==> src/rtl/pn_pkg.sv <==
// Shared types and constants for the physical-neuron controller.
package pn_pkg;

    typedef enum logic [2:0] {
        ST_IDLE   = 3'd0,
        ST_CONFIG = 3'd1,
        ST_READY  = 3'd2,
        ST_RUN    = 3'd3,
        ST_DRAIN  = 3'd4,
        ST_KILL   = 3'd5
    } state_t;

    localparam int unsigned CFG_W     = 32;
    localparam int unsigned VTH_LSB   = 24;
    localparam int unsigned VLEAK_LSB = 16;
    localparam int unsigned REFR_LSB  = 8;
    localparam int unsigned AXON_LSB  = 0;

    // Interval reported for the first dispatch after start (truncated to TS_W)
    localparam logic [31:0] ALL_ONES = 32'hFFFF_FFFF;

    // Assemble a neuron constant word from its four byte fields
    function automatic logic [CFG_W-1:0] pack_cfg(
        input logic [7:0] v_th,
        input logic [7:0] v_leak,
        input logic [7:0] refr_time,
        input logic [7:0] axon_delay
    );
        return (CFG_W'(v_th)       << VTH_LSB)   |
               (CFG_W'(v_leak)     << VLEAK_LSB) |
               (CFG_W'(refr_time)  << REFR_LSB)  |
               (CFG_W'(axon_delay) << AXON_LSB);
    endfunction

endpackage

==> src/rtl/pn_controller_if.sv <==
// Config, event and soma-side signal bundle of the neuron controller.
interface pn_controller_if #(
    parameter int unsigned TS_W = 16,
    parameter int unsigned WT_W = 16
);
    logic             cfg_valid;
    logic [31:0]      cfg_data;
    logic             cfg_ready;
    logic             start;
    logic             stop;
    logic             ev_valid;
    logic             ev_ready;
    logic [TS_W-1:0]  ev_time;
    logic [WT_W-1:0]  ev_weight;
    logic             soma_wait;
    logic [15:0]      soma_spike;
    logic             pn_en;
    logic             pn_kill;
    logic [31:0]      w_data;
    logic [WT_W-1:0]  weight;
    logic             busy;
    logic [15:0]      spike_cnt;

    modport slave (
        input  cfg_valid, cfg_data, start, stop, ev_valid, ev_time, ev_weight,
               soma_wait, soma_spike,
        output cfg_ready, ev_ready, pn_en, pn_kill, w_data, weight, busy, spike_cnt
    );

    modport master (
        output cfg_valid, cfg_data, start, stop, ev_valid, ev_time, ev_weight,
               soma_wait, soma_spike,
        input  cfg_ready, ev_ready, pn_en, pn_kill, w_data, weight, busy, spike_cnt
    );
endinterface

==> src/rtl/pn_event_fifo.sv <==
// Small synchronous FIFO buffering {timestamp, weight} synapse events.
module pn_event_fifo #(
    parameter int unsigned W     = 32,
    parameter int unsigned DEPTH = 4
) (
    input  logic                   clk,
    input  logic                   rst,
    input  logic                   push,
    input  logic                   pop,
    input  logic [W-1:0]           wdata,
    output logic [W-1:0]           rdata,
    output logic                   full,
    output logic                   empty,
    output logic [$clog2(DEPTH):0] level
);
    localparam int unsigned AW = $clog2(DEPTH);
    localparam int unsigned LW = AW + 1;

    logic [W-1:0]  mem_q [DEPTH];
    logic [AW-1:0] wr_ptr_q, wr_ptr_d;
    logic [AW-1:0] rd_ptr_q, rd_ptr_d;
    logic [LW-1:0] cnt_q, cnt_d;
    logic          do_push, do_pop;

    // Status decode, gated handshakes and next pointer/count values
    always_comb begin
        full     = (cnt_q == LW'(DEPTH));
        empty    = (cnt_q == '0);
        level    = cnt_q;
        rdata    = mem_q[rd_ptr_q];
        do_push  = push && !full;
        do_pop   = pop && !empty;
        wr_ptr_d = do_push ? wr_ptr_q + AW'(1) : wr_ptr_q;
        rd_ptr_d = do_pop  ? rd_ptr_q + AW'(1) : rd_ptr_q;
        cnt_d    = cnt_q;
        if (do_push && !do_pop) begin
            cnt_d = cnt_q + LW'(1);
        end else if (!do_push && do_pop) begin
            cnt_d = cnt_q - LW'(1);
        end
    end

    // Pointer and occupancy registers
    always_ff @(posedge clk or negedge rst) begin
        if (!rst) begin
            wr_ptr_q <= '0;
            rd_ptr_q <= '0;
            cnt_q    <= '0;
        end else begin
            wr_ptr_q <= wr_ptr_d;
            rd_ptr_q <= rd_ptr_d;
            cnt_q    <= cnt_d;
        end
    end

    // Storage array; contents are only meaningful below the level
    always_ff @(posedge clk) begin
        if (do_push) begin
            mem_q[wr_ptr_q] <= wdata;
        end
    end

endmodule

==> src/rtl/pn_controller.sv <==
// Sequences one soma: configuration load, event dispatch as intervals, kill and spike counting.
module pn_controller
    import pn_pkg::*;
#(
    parameter int unsigned FIFO_DEPTH = 4,
    parameter int unsigned TS_W       = 16,
    parameter int unsigned WT_W       = 16
) (
    input  logic           clk,
    input  logic           rst,
    pn_controller_if.slave bus
);
    localparam int unsigned EV_W  = TS_W + WT_W;
    localparam int unsigned LVL_W = $clog2(FIFO_DEPTH) + 1;
    localparam int unsigned CNT_W = 16;

    state_t            state_q, state_d;
    logic [CFG_W-1:0]  cfg_reg_q, cfg_reg_d;
    logic [TS_W-1:0]   last_ts_q, last_ts_d;
    logic              first_q, first_d;
    logic              pn_en_q, pn_en_d;
    logic              pn_kill_q, pn_kill_d;
    logic [31:0]       w_data_q, w_data_d;
    logic [WT_W-1:0]   weight_q, weight_d;
    logic              busy_q, busy_d;
    logic [CNT_W-1:0]  spike_cnt_q, spike_cnt_d;

    logic              cfg_ready_c, ev_ready_c, cfg_hs_c, ev_hs_c;
    logic              active_c, dispatch_c;
    logic [TS_W-1:0]   interval_c;
    logic [TS_W-1:0]   pop_ts_c;
    logic [WT_W-1:0]   pop_wt_c;
    logic [EV_W-1:0]   fifo_rdata;
    logic              fifo_full, fifo_empty;
    logic [LVL_W-1:0]  fifo_level;

    pn_event_fifo #(
        .W     (EV_W),
        .DEPTH (FIFO_DEPTH)
    ) u_fifo (
        .clk   (clk),
        .rst   (rst),
        .push  (ev_hs_c),
        .pop   (dispatch_c),
        .wdata ({bus.ev_time, bus.ev_weight}),
        .rdata (fifo_rdata),
        .full  (fifo_full),
        .empty (fifo_empty),
        .level (fifo_level)
    );

    assign pop_ts_c = fifo_rdata[EV_W-1 -: TS_W];
    assign pop_wt_c = fifo_rdata[WT_W-1:0];

    // Ready decode from state and FIFO occupancy; dispatch qualification
    always_comb begin
        cfg_ready_c = (state_q == ST_IDLE) || (state_q == ST_READY);
        ev_ready_c  = (state_q == ST_RUN) && !fifo_full;
        cfg_hs_c    = bus.cfg_valid && cfg_ready_c;
        ev_hs_c     = bus.ev_valid && ev_ready_c;
        active_c    = (state_q == ST_RUN) || (state_q == ST_DRAIN);
        dispatch_c  = active_c && !fifo_empty && !bus.soma_wait;
    end

    assign bus.cfg_ready = cfg_ready_c;
    assign bus.ev_ready  = ev_ready_c;
    assign bus.pn_en     = pn_en_q;
    assign bus.pn_kill   = pn_kill_q;
    assign bus.w_data    = w_data_q;
    assign bus.weight    = weight_q;
    assign bus.busy      = busy_q;
    assign bus.spike_cnt = spike_cnt_q;

    // State and datapath registers
    always_ff @(posedge clk or negedge rst) begin
        if (!rst) begin
            state_q     <= ST_IDLE;
            cfg_reg_q   <= '0;
            last_ts_q   <= '0;
            first_q     <= 1'b0;
            pn_en_q     <= 1'b0;
            pn_kill_q   <= 1'b0;
            w_data_q    <= '0;
            weight_q    <= '0;
            busy_q      <= 1'b0;
            spike_cnt_q <= '0;
        end else begin
            state_q     <= state_d;
            cfg_reg_q   <= cfg_reg_d;
            last_ts_q   <= last_ts_d;
            first_q     <= first_d;
            pn_en_q     <= pn_en_d;
            pn_kill_q   <= pn_kill_d;
            w_data_q    <= w_data_d;
            weight_q    <= weight_d;
            busy_q      <= busy_d;
            spike_cnt_q <= spike_cnt_d;
        end
    end

    // Next-state logic; stop takes priority over start, start over a new config
    always_comb begin
        state_d = state_q;
        case (state_q)
            ST_IDLE: begin
                if (cfg_hs_c) state_d = ST_CONFIG;
            end
            ST_CONFIG: begin
                state_d = ST_READY;
            end
            ST_READY: begin
                if (bus.stop) begin
                    state_d = ST_KILL;
                end else if (bus.start) begin
                    state_d = ST_RUN;
                end else if (cfg_hs_c) begin
                    state_d = ST_CONFIG;
                end
            end
            ST_RUN: begin
                if (bus.stop) state_d = ST_DRAIN;
            end
            ST_DRAIN: begin
                if ((fifo_level == '0) && !bus.soma_wait) state_d = ST_KILL;
            end
            ST_KILL: begin
                state_d = ST_IDLE;
            end
            default: begin
                state_d = ST_IDLE;
            end
        endcase
    end

    // Registered outputs aligned with the state being entered
    always_comb begin
        cfg_reg_d   = cfg_reg_q;
        last_ts_d   = last_ts_q;
        first_d     = first_q;
        w_data_d    = w_data_q;
        weight_d    = '0;
        spike_cnt_d = spike_cnt_q;
        pn_en_d     = (state_d == ST_RUN) || (state_d == ST_DRAIN);
        pn_kill_d   = (state_d == ST_KILL);
        busy_d      = (state_d != ST_IDLE);
        interval_c  = first_q ? TS_W'(ALL_ONES) : TS_W'(pop_ts_c - last_ts_q);

        if (cfg_hs_c) begin
            cfg_reg_d = bus.cfg_data;
        end
        if (state_d == ST_CONFIG) begin
            w_data_d = cfg_reg_d;
        end

        if (dispatch_c) begin
            last_ts_d = pop_ts_c;
            first_d   = 1'b0;
            w_data_d  = 32'(interval_c);
            weight_d  = pop_wt_c;
        end

        if ((state_d == ST_RUN) && (state_q == ST_READY)) begin
            first_d     = 1'b1;
            spike_cnt_d = '0;
        end else if (active_c && (bus.soma_spike != '0) && (spike_cnt_q != '1)) begin
            spike_cnt_d = spike_cnt_q + CNT_W'(1);
        end
    end

endmodule
==> src/flat_wrapper.sv <==
// flat-port wrapper written by rule: the top's interface ports become plain ports
module pn_controller_flat import pn_pkg::*;
#(
    parameter int unsigned FIFO_DEPTH = 4,
    parameter int unsigned TS_W       = 16,
    parameter int unsigned WT_W       = 16
)
  (clk, rst, bus_cfg_valid, bus_cfg_data, bus_start, bus_stop, bus_ev_valid, bus_ev_time, bus_ev_weight, bus_soma_wait, bus_soma_spike, bus_cfg_ready, bus_ev_ready, bus_pn_en, bus_pn_kill, bus_w_data, bus_weight, bus_busy, bus_spike_cnt);
  pn_controller_if #(.TS_W(TS_W), .WT_W(WT_W)) bus_i ();
  input  logic clk;
  input  logic rst;
  input wire logic [$bits(bus_i.cfg_valid)-1:0] bus_cfg_valid;
  input wire logic [$bits(bus_i.cfg_data)-1:0] bus_cfg_data;
  input wire logic [$bits(bus_i.start)-1:0] bus_start;
  input wire logic [$bits(bus_i.stop)-1:0] bus_stop;
  input wire logic [$bits(bus_i.ev_valid)-1:0] bus_ev_valid;
  input wire logic [$bits(bus_i.ev_time)-1:0] bus_ev_time;
  input wire logic [$bits(bus_i.ev_weight)-1:0] bus_ev_weight;
  input wire logic [$bits(bus_i.soma_wait)-1:0] bus_soma_wait;
  input wire logic [$bits(bus_i.soma_spike)-1:0] bus_soma_spike;
  output wire logic [$bits(bus_i.cfg_ready)-1:0] bus_cfg_ready;
  output wire logic [$bits(bus_i.ev_ready)-1:0] bus_ev_ready;
  output wire logic [$bits(bus_i.pn_en)-1:0] bus_pn_en;
  output wire logic [$bits(bus_i.pn_kill)-1:0] bus_pn_kill;
  output wire logic [$bits(bus_i.w_data)-1:0] bus_w_data;
  output wire logic [$bits(bus_i.weight)-1:0] bus_weight;
  output wire logic [$bits(bus_i.busy)-1:0] bus_busy;
  output wire logic [$bits(bus_i.spike_cnt)-1:0] bus_spike_cnt;
  assign bus_i.cfg_valid = bus_cfg_valid;
  assign bus_i.cfg_data = bus_cfg_data;
  assign bus_i.start = bus_start;
  assign bus_i.stop = bus_stop;
  assign bus_i.ev_valid = bus_ev_valid;
  assign bus_i.ev_time = bus_ev_time;
  assign bus_i.ev_weight = bus_ev_weight;
  assign bus_i.soma_wait = bus_soma_wait;
  assign bus_i.soma_spike = bus_soma_spike;
  assign bus_cfg_ready = bus_i.cfg_ready;
  assign bus_ev_ready = bus_i.ev_ready;
  assign bus_pn_en = bus_i.pn_en;
  assign bus_pn_kill = bus_i.pn_kill;
  assign bus_w_data = bus_i.w_data;
  assign bus_weight = bus_i.weight;
  assign bus_busy = bus_i.busy;
  assign bus_spike_cnt = bus_i.spike_cnt;
  pn_controller #(.FIFO_DEPTH(FIFO_DEPTH), .TS_W(TS_W), .WT_W(WT_W)) u_core (.clk(clk), .rst(rst), .bus(bus_i));
endmodule
==> config.mk <==
export PLATFORM = sky130hd
export DESIGN_NAME = pn_controller_flat
export DESIGN_NICKNAME = d
export VERILOG_FILES = /design/src/rtl/pn_pkg.sv /design/src/rtl/pn_controller_if.sv /design/src/rtl/pn_event_fifo.sv /design/src/rtl/pn_controller.sv /design/src/flat_wrapper.sv
export SDC_FILE = /design/constraint.sdc
export NUM_CORES = 1
export LEC_CHECK = 0
export ABC_AREA = 1
export BUFFER_PORTS_ARGS = -buffer_cell sky130_fd_sc_hd__buf_4
export CAP_MARGIN = 20
export CORE_AREA = 8 8 153 155
export DETAILED_ROUTE_END_ITERATION = 10
export DIE_AREA = 0 0 161 163
export PLACE_DENSITY = 0.86
export SETUP_SLACK_MARGIN = 0.15
export SKIP_CTS_REPAIR_TIMING = 1
export SYNTH_ARGS = -nofsm -noshare
export SYNTH_HDL_FRONTEND = slang
export SYNTH_SLANG_ARGS = --single-unit
==> constraint.sdc <==
create_clock -name clk -period 5.2 [get_ports clk]
set_input_delay 0 -clock clk [delete_from_list [all_inputs] [get_ports clk]]
set_output_delay 0 -clock clk [all_outputs]
set_load 0.01 [all_outputs]
==> metrics <==
outcome=complete, but fails checks; failing checks=negative hold slack; post-synth top area share=0.338; total I/O pin count=156; post-synth top area cell=edfxtp_1; Post-synth EDFFs=approximately 130; CP Class=register to register; Setup violations, final=0; DRT Pass-1 Iters=6; top_reg_cell synth=edfxtp_1; Seq pwr share=0.331; pwr dens=579 nW/um2; clk buf depth=3; GR Util All Layers=0.198; hold_ws=-0.0223 ns; die width=161 um; CTS tree=built; number of global-route vias before repair=~8.5k; Gate power share=0.433; maxcap violations=0; Syn Nets=1275; Hold Path Class=primary input to register; nets@finish=1502; crit end category=register; yosys warns=0; switch share=0.393; Slew HR=0.288; Pint=5100 uW; reg-to-reg startpoint=u_core.u_fifo.rd_ptr_q[1]; final std cells w/o fill=1687; Clk pin slew, worst setup/hold paths=0.06 ns; number of H-tree levels=1; Worst-Skew Late Latency=0.54 ns; initial DRC count=766; first-pass GRT wire length=42.9 mm; start point of the critical path=u_core.u_fifo.rd_ptr_q[1]; Post-Syn Instances=1165; min cycle time layout=3.20 ns; syn_area_per_cell=9.75 um2; Starting Density=0.546; final setup margin=2.00 ns; period utilization=0.615; r2r setup slk=2.00 ns; initial antenna violation count=1; Die Y=163 um; clock share of power=0.236; Fin. Hold Viols=1; layout cells sized above 1=0.170; full die area=26200 um2; Routed Wire Length=roughly 29 mm; Vias=8949; Post-synth ARST share=0.496; crit path max fanout=33; post-synth design cell area=approximately 11000 um2; skew final=0.0239 ns; Post-Place Setup Slack=1.78 ns; placed cell count=around 1.6k; fmax=0.313 GHz; GPL Wtd Cong=0.886; Synth-to-Final Area Change=27.7%; cell with the most instances after synthesis=nand2_1; Seq/Total Area, Yosys=0.616; RSZ-0062 raised after global routing=no; leakage power=roughly 0.0066 uW; crit start category=register; largest net degree at the start of global routing=69; Detail Route Antenna Nets=0; Core Area=20800 um2; clock root buffer=clkbuf_16; Synth cell types=40; hpwl dp=between 15 and 20 mm; P_sw=3300 uW; total power=8400 uW; Std-Cell Rows=53; Synth Register Bits=254; GRT overflow=0; CP Data Required Time=5.62 ns; top post-synthesis cells by area=edfxtp_1 (34%), dfrtp_1 (28%), nand2_1 (9.4%); TritonCTS Buffers=26; HP Start=bus_cfg_valid; worst slew pin tran=1.07 ns; IO buf count=155; Via density=5.30; post-route setup TNS=0 ns; DR WL/cell=17.1 um; Clock Sinks=254; Fillers=~1.4k; number of remaining DRC errors=0; Max Transition Viols Final=0; worst vdd ir=0.323 mV; Commonest cells post-synth=nand2_1 (284), nor2_1 (135), edfxtp_1 (128); arrival time at the worst endpoint=approximately 3.6 ns
## worst max-delay path, cell delays in order, from the launching register on
cell and delay, ns:
dfrtp_1 0.38, buf_4 0.26, inv_1 0.46, buf_16 0.22, a32o_1 0.22, ha_1 0.15, inv_1 0.07, fa_1 0.44
nand3_1 0.11, nand3_1 0.16, nand2_1 0.12, nand2_1 0.07, nand2_1 0.07, nand2_1 0.06, nand2_1 0.06, nand3_1 0.05
nand2_1 0.09, nand2_1 0.05
## state kept, by name (all words and copies together) (netlist names)
signal / count
u_core.state_q: 3
u_core.bus.pn_kill: 1
u_core.u_fifo.rd_ptr_q: 2
u_core.bus.pn_en: 1
u_core.u_fifo.mem_q: 128
u_core.last_ts_q: 16
u_core.u_fifo.level: 3
u_core.first_q: 1
u_core.u_fifo.wr_ptr_q: 2
u_core.cfg_reg_q: 32
u_core.bus.busy: 1
u_core.bus.weight: 16
u_core.bus.w_data: 32
u_core.bus.spike_cnt: 16
## final timing paths
check                                          endpoint  cells after the start
worst max-delay path              u_core.bus.w_data[14]                     17
worst min-delay path                u_core.cfg_reg_q[4]                      4
worst max register to register    u_core.bus.w_data[14]                     17
worst min register to register    u_core.bus.w_data[22]                      2
max in group asynchronous       u_core.bus.spike_cnt[9]                      3
min in group asynchronous          u_core.last_ts_q[10]                      2
## metrics by stage
| step | util | cell area (um2) |
|---|---|---|
| floorplan | - | 11400 |
| global placement | 0.611 | 12700 |
| detailed placement | 0.613 | 12800 |
| CTS | 0.657 | 13700 |
| global route | 0.697 | 14500 |
| finish | 0.697 | 14500 |
## placed cells by master, fill, tap and decap left out, types with 14 or more instances in the layout
cell	synthesis	final
o22ai_1	14	14
o21ai_0	97	97
dfrtp_1	126	125
inv_1	123	123
dlygate4sd3_1	0	77
buf_4	4	161
clkbuf_16	0	26
nand3_1	67	67
a21oi_1	29	29
nor2_1	135	131
edfxtp_1	128	128
nand2_1	284	284
ha_1	21	21
## final cells by class
cell class              instances  area (um2)  area share
clock buffers                  33         697      0.0480
repair buffers                241        2060       0.142
flip-flops and latches        254        7000       0.482
diodes                          1        2.50    0.000172
multi-input cells             741        3700       0.255
well taps                     275         344      0.0237
clock inverters                14         231      0.0159
inverters                     128         483      0.0333
## power groups by stage
stage | sequential (uW) | clock [uW] | combinational (uW)
floorplan | 2840 | 0 | 2420
global placement | 2790 | 0 | 3370
detailed placement | 2810 | 0 | 3480
CTS | 2770 | 2000 | 3510
global route | 2820 | 2080 | 4130
finish | 2780 | 1980 | 3640
## cell families after synthesis
family | count (synthesis) | share of synthesized area
simple gates | 538 | 0.200
flops | 254 | 0.616
buf+inv | 170 | 0.0617
compound gates | 152 | 0.0717
fa+ha+maj | 23 | 0.0266
xor+xnor | 16 | 0.0123
mux | 12 | 0.0119
## metal layers
metal	up-vias	track usage	wire length, um
met5	-	0	0
li1	4270	-	-
met4	0	0.0551	555
met3	47	0.0442	1710
met1	4300	0.257	12300
met2	332	0.330	14300
No activity file was read; power rests on OpenSTA's default activity.
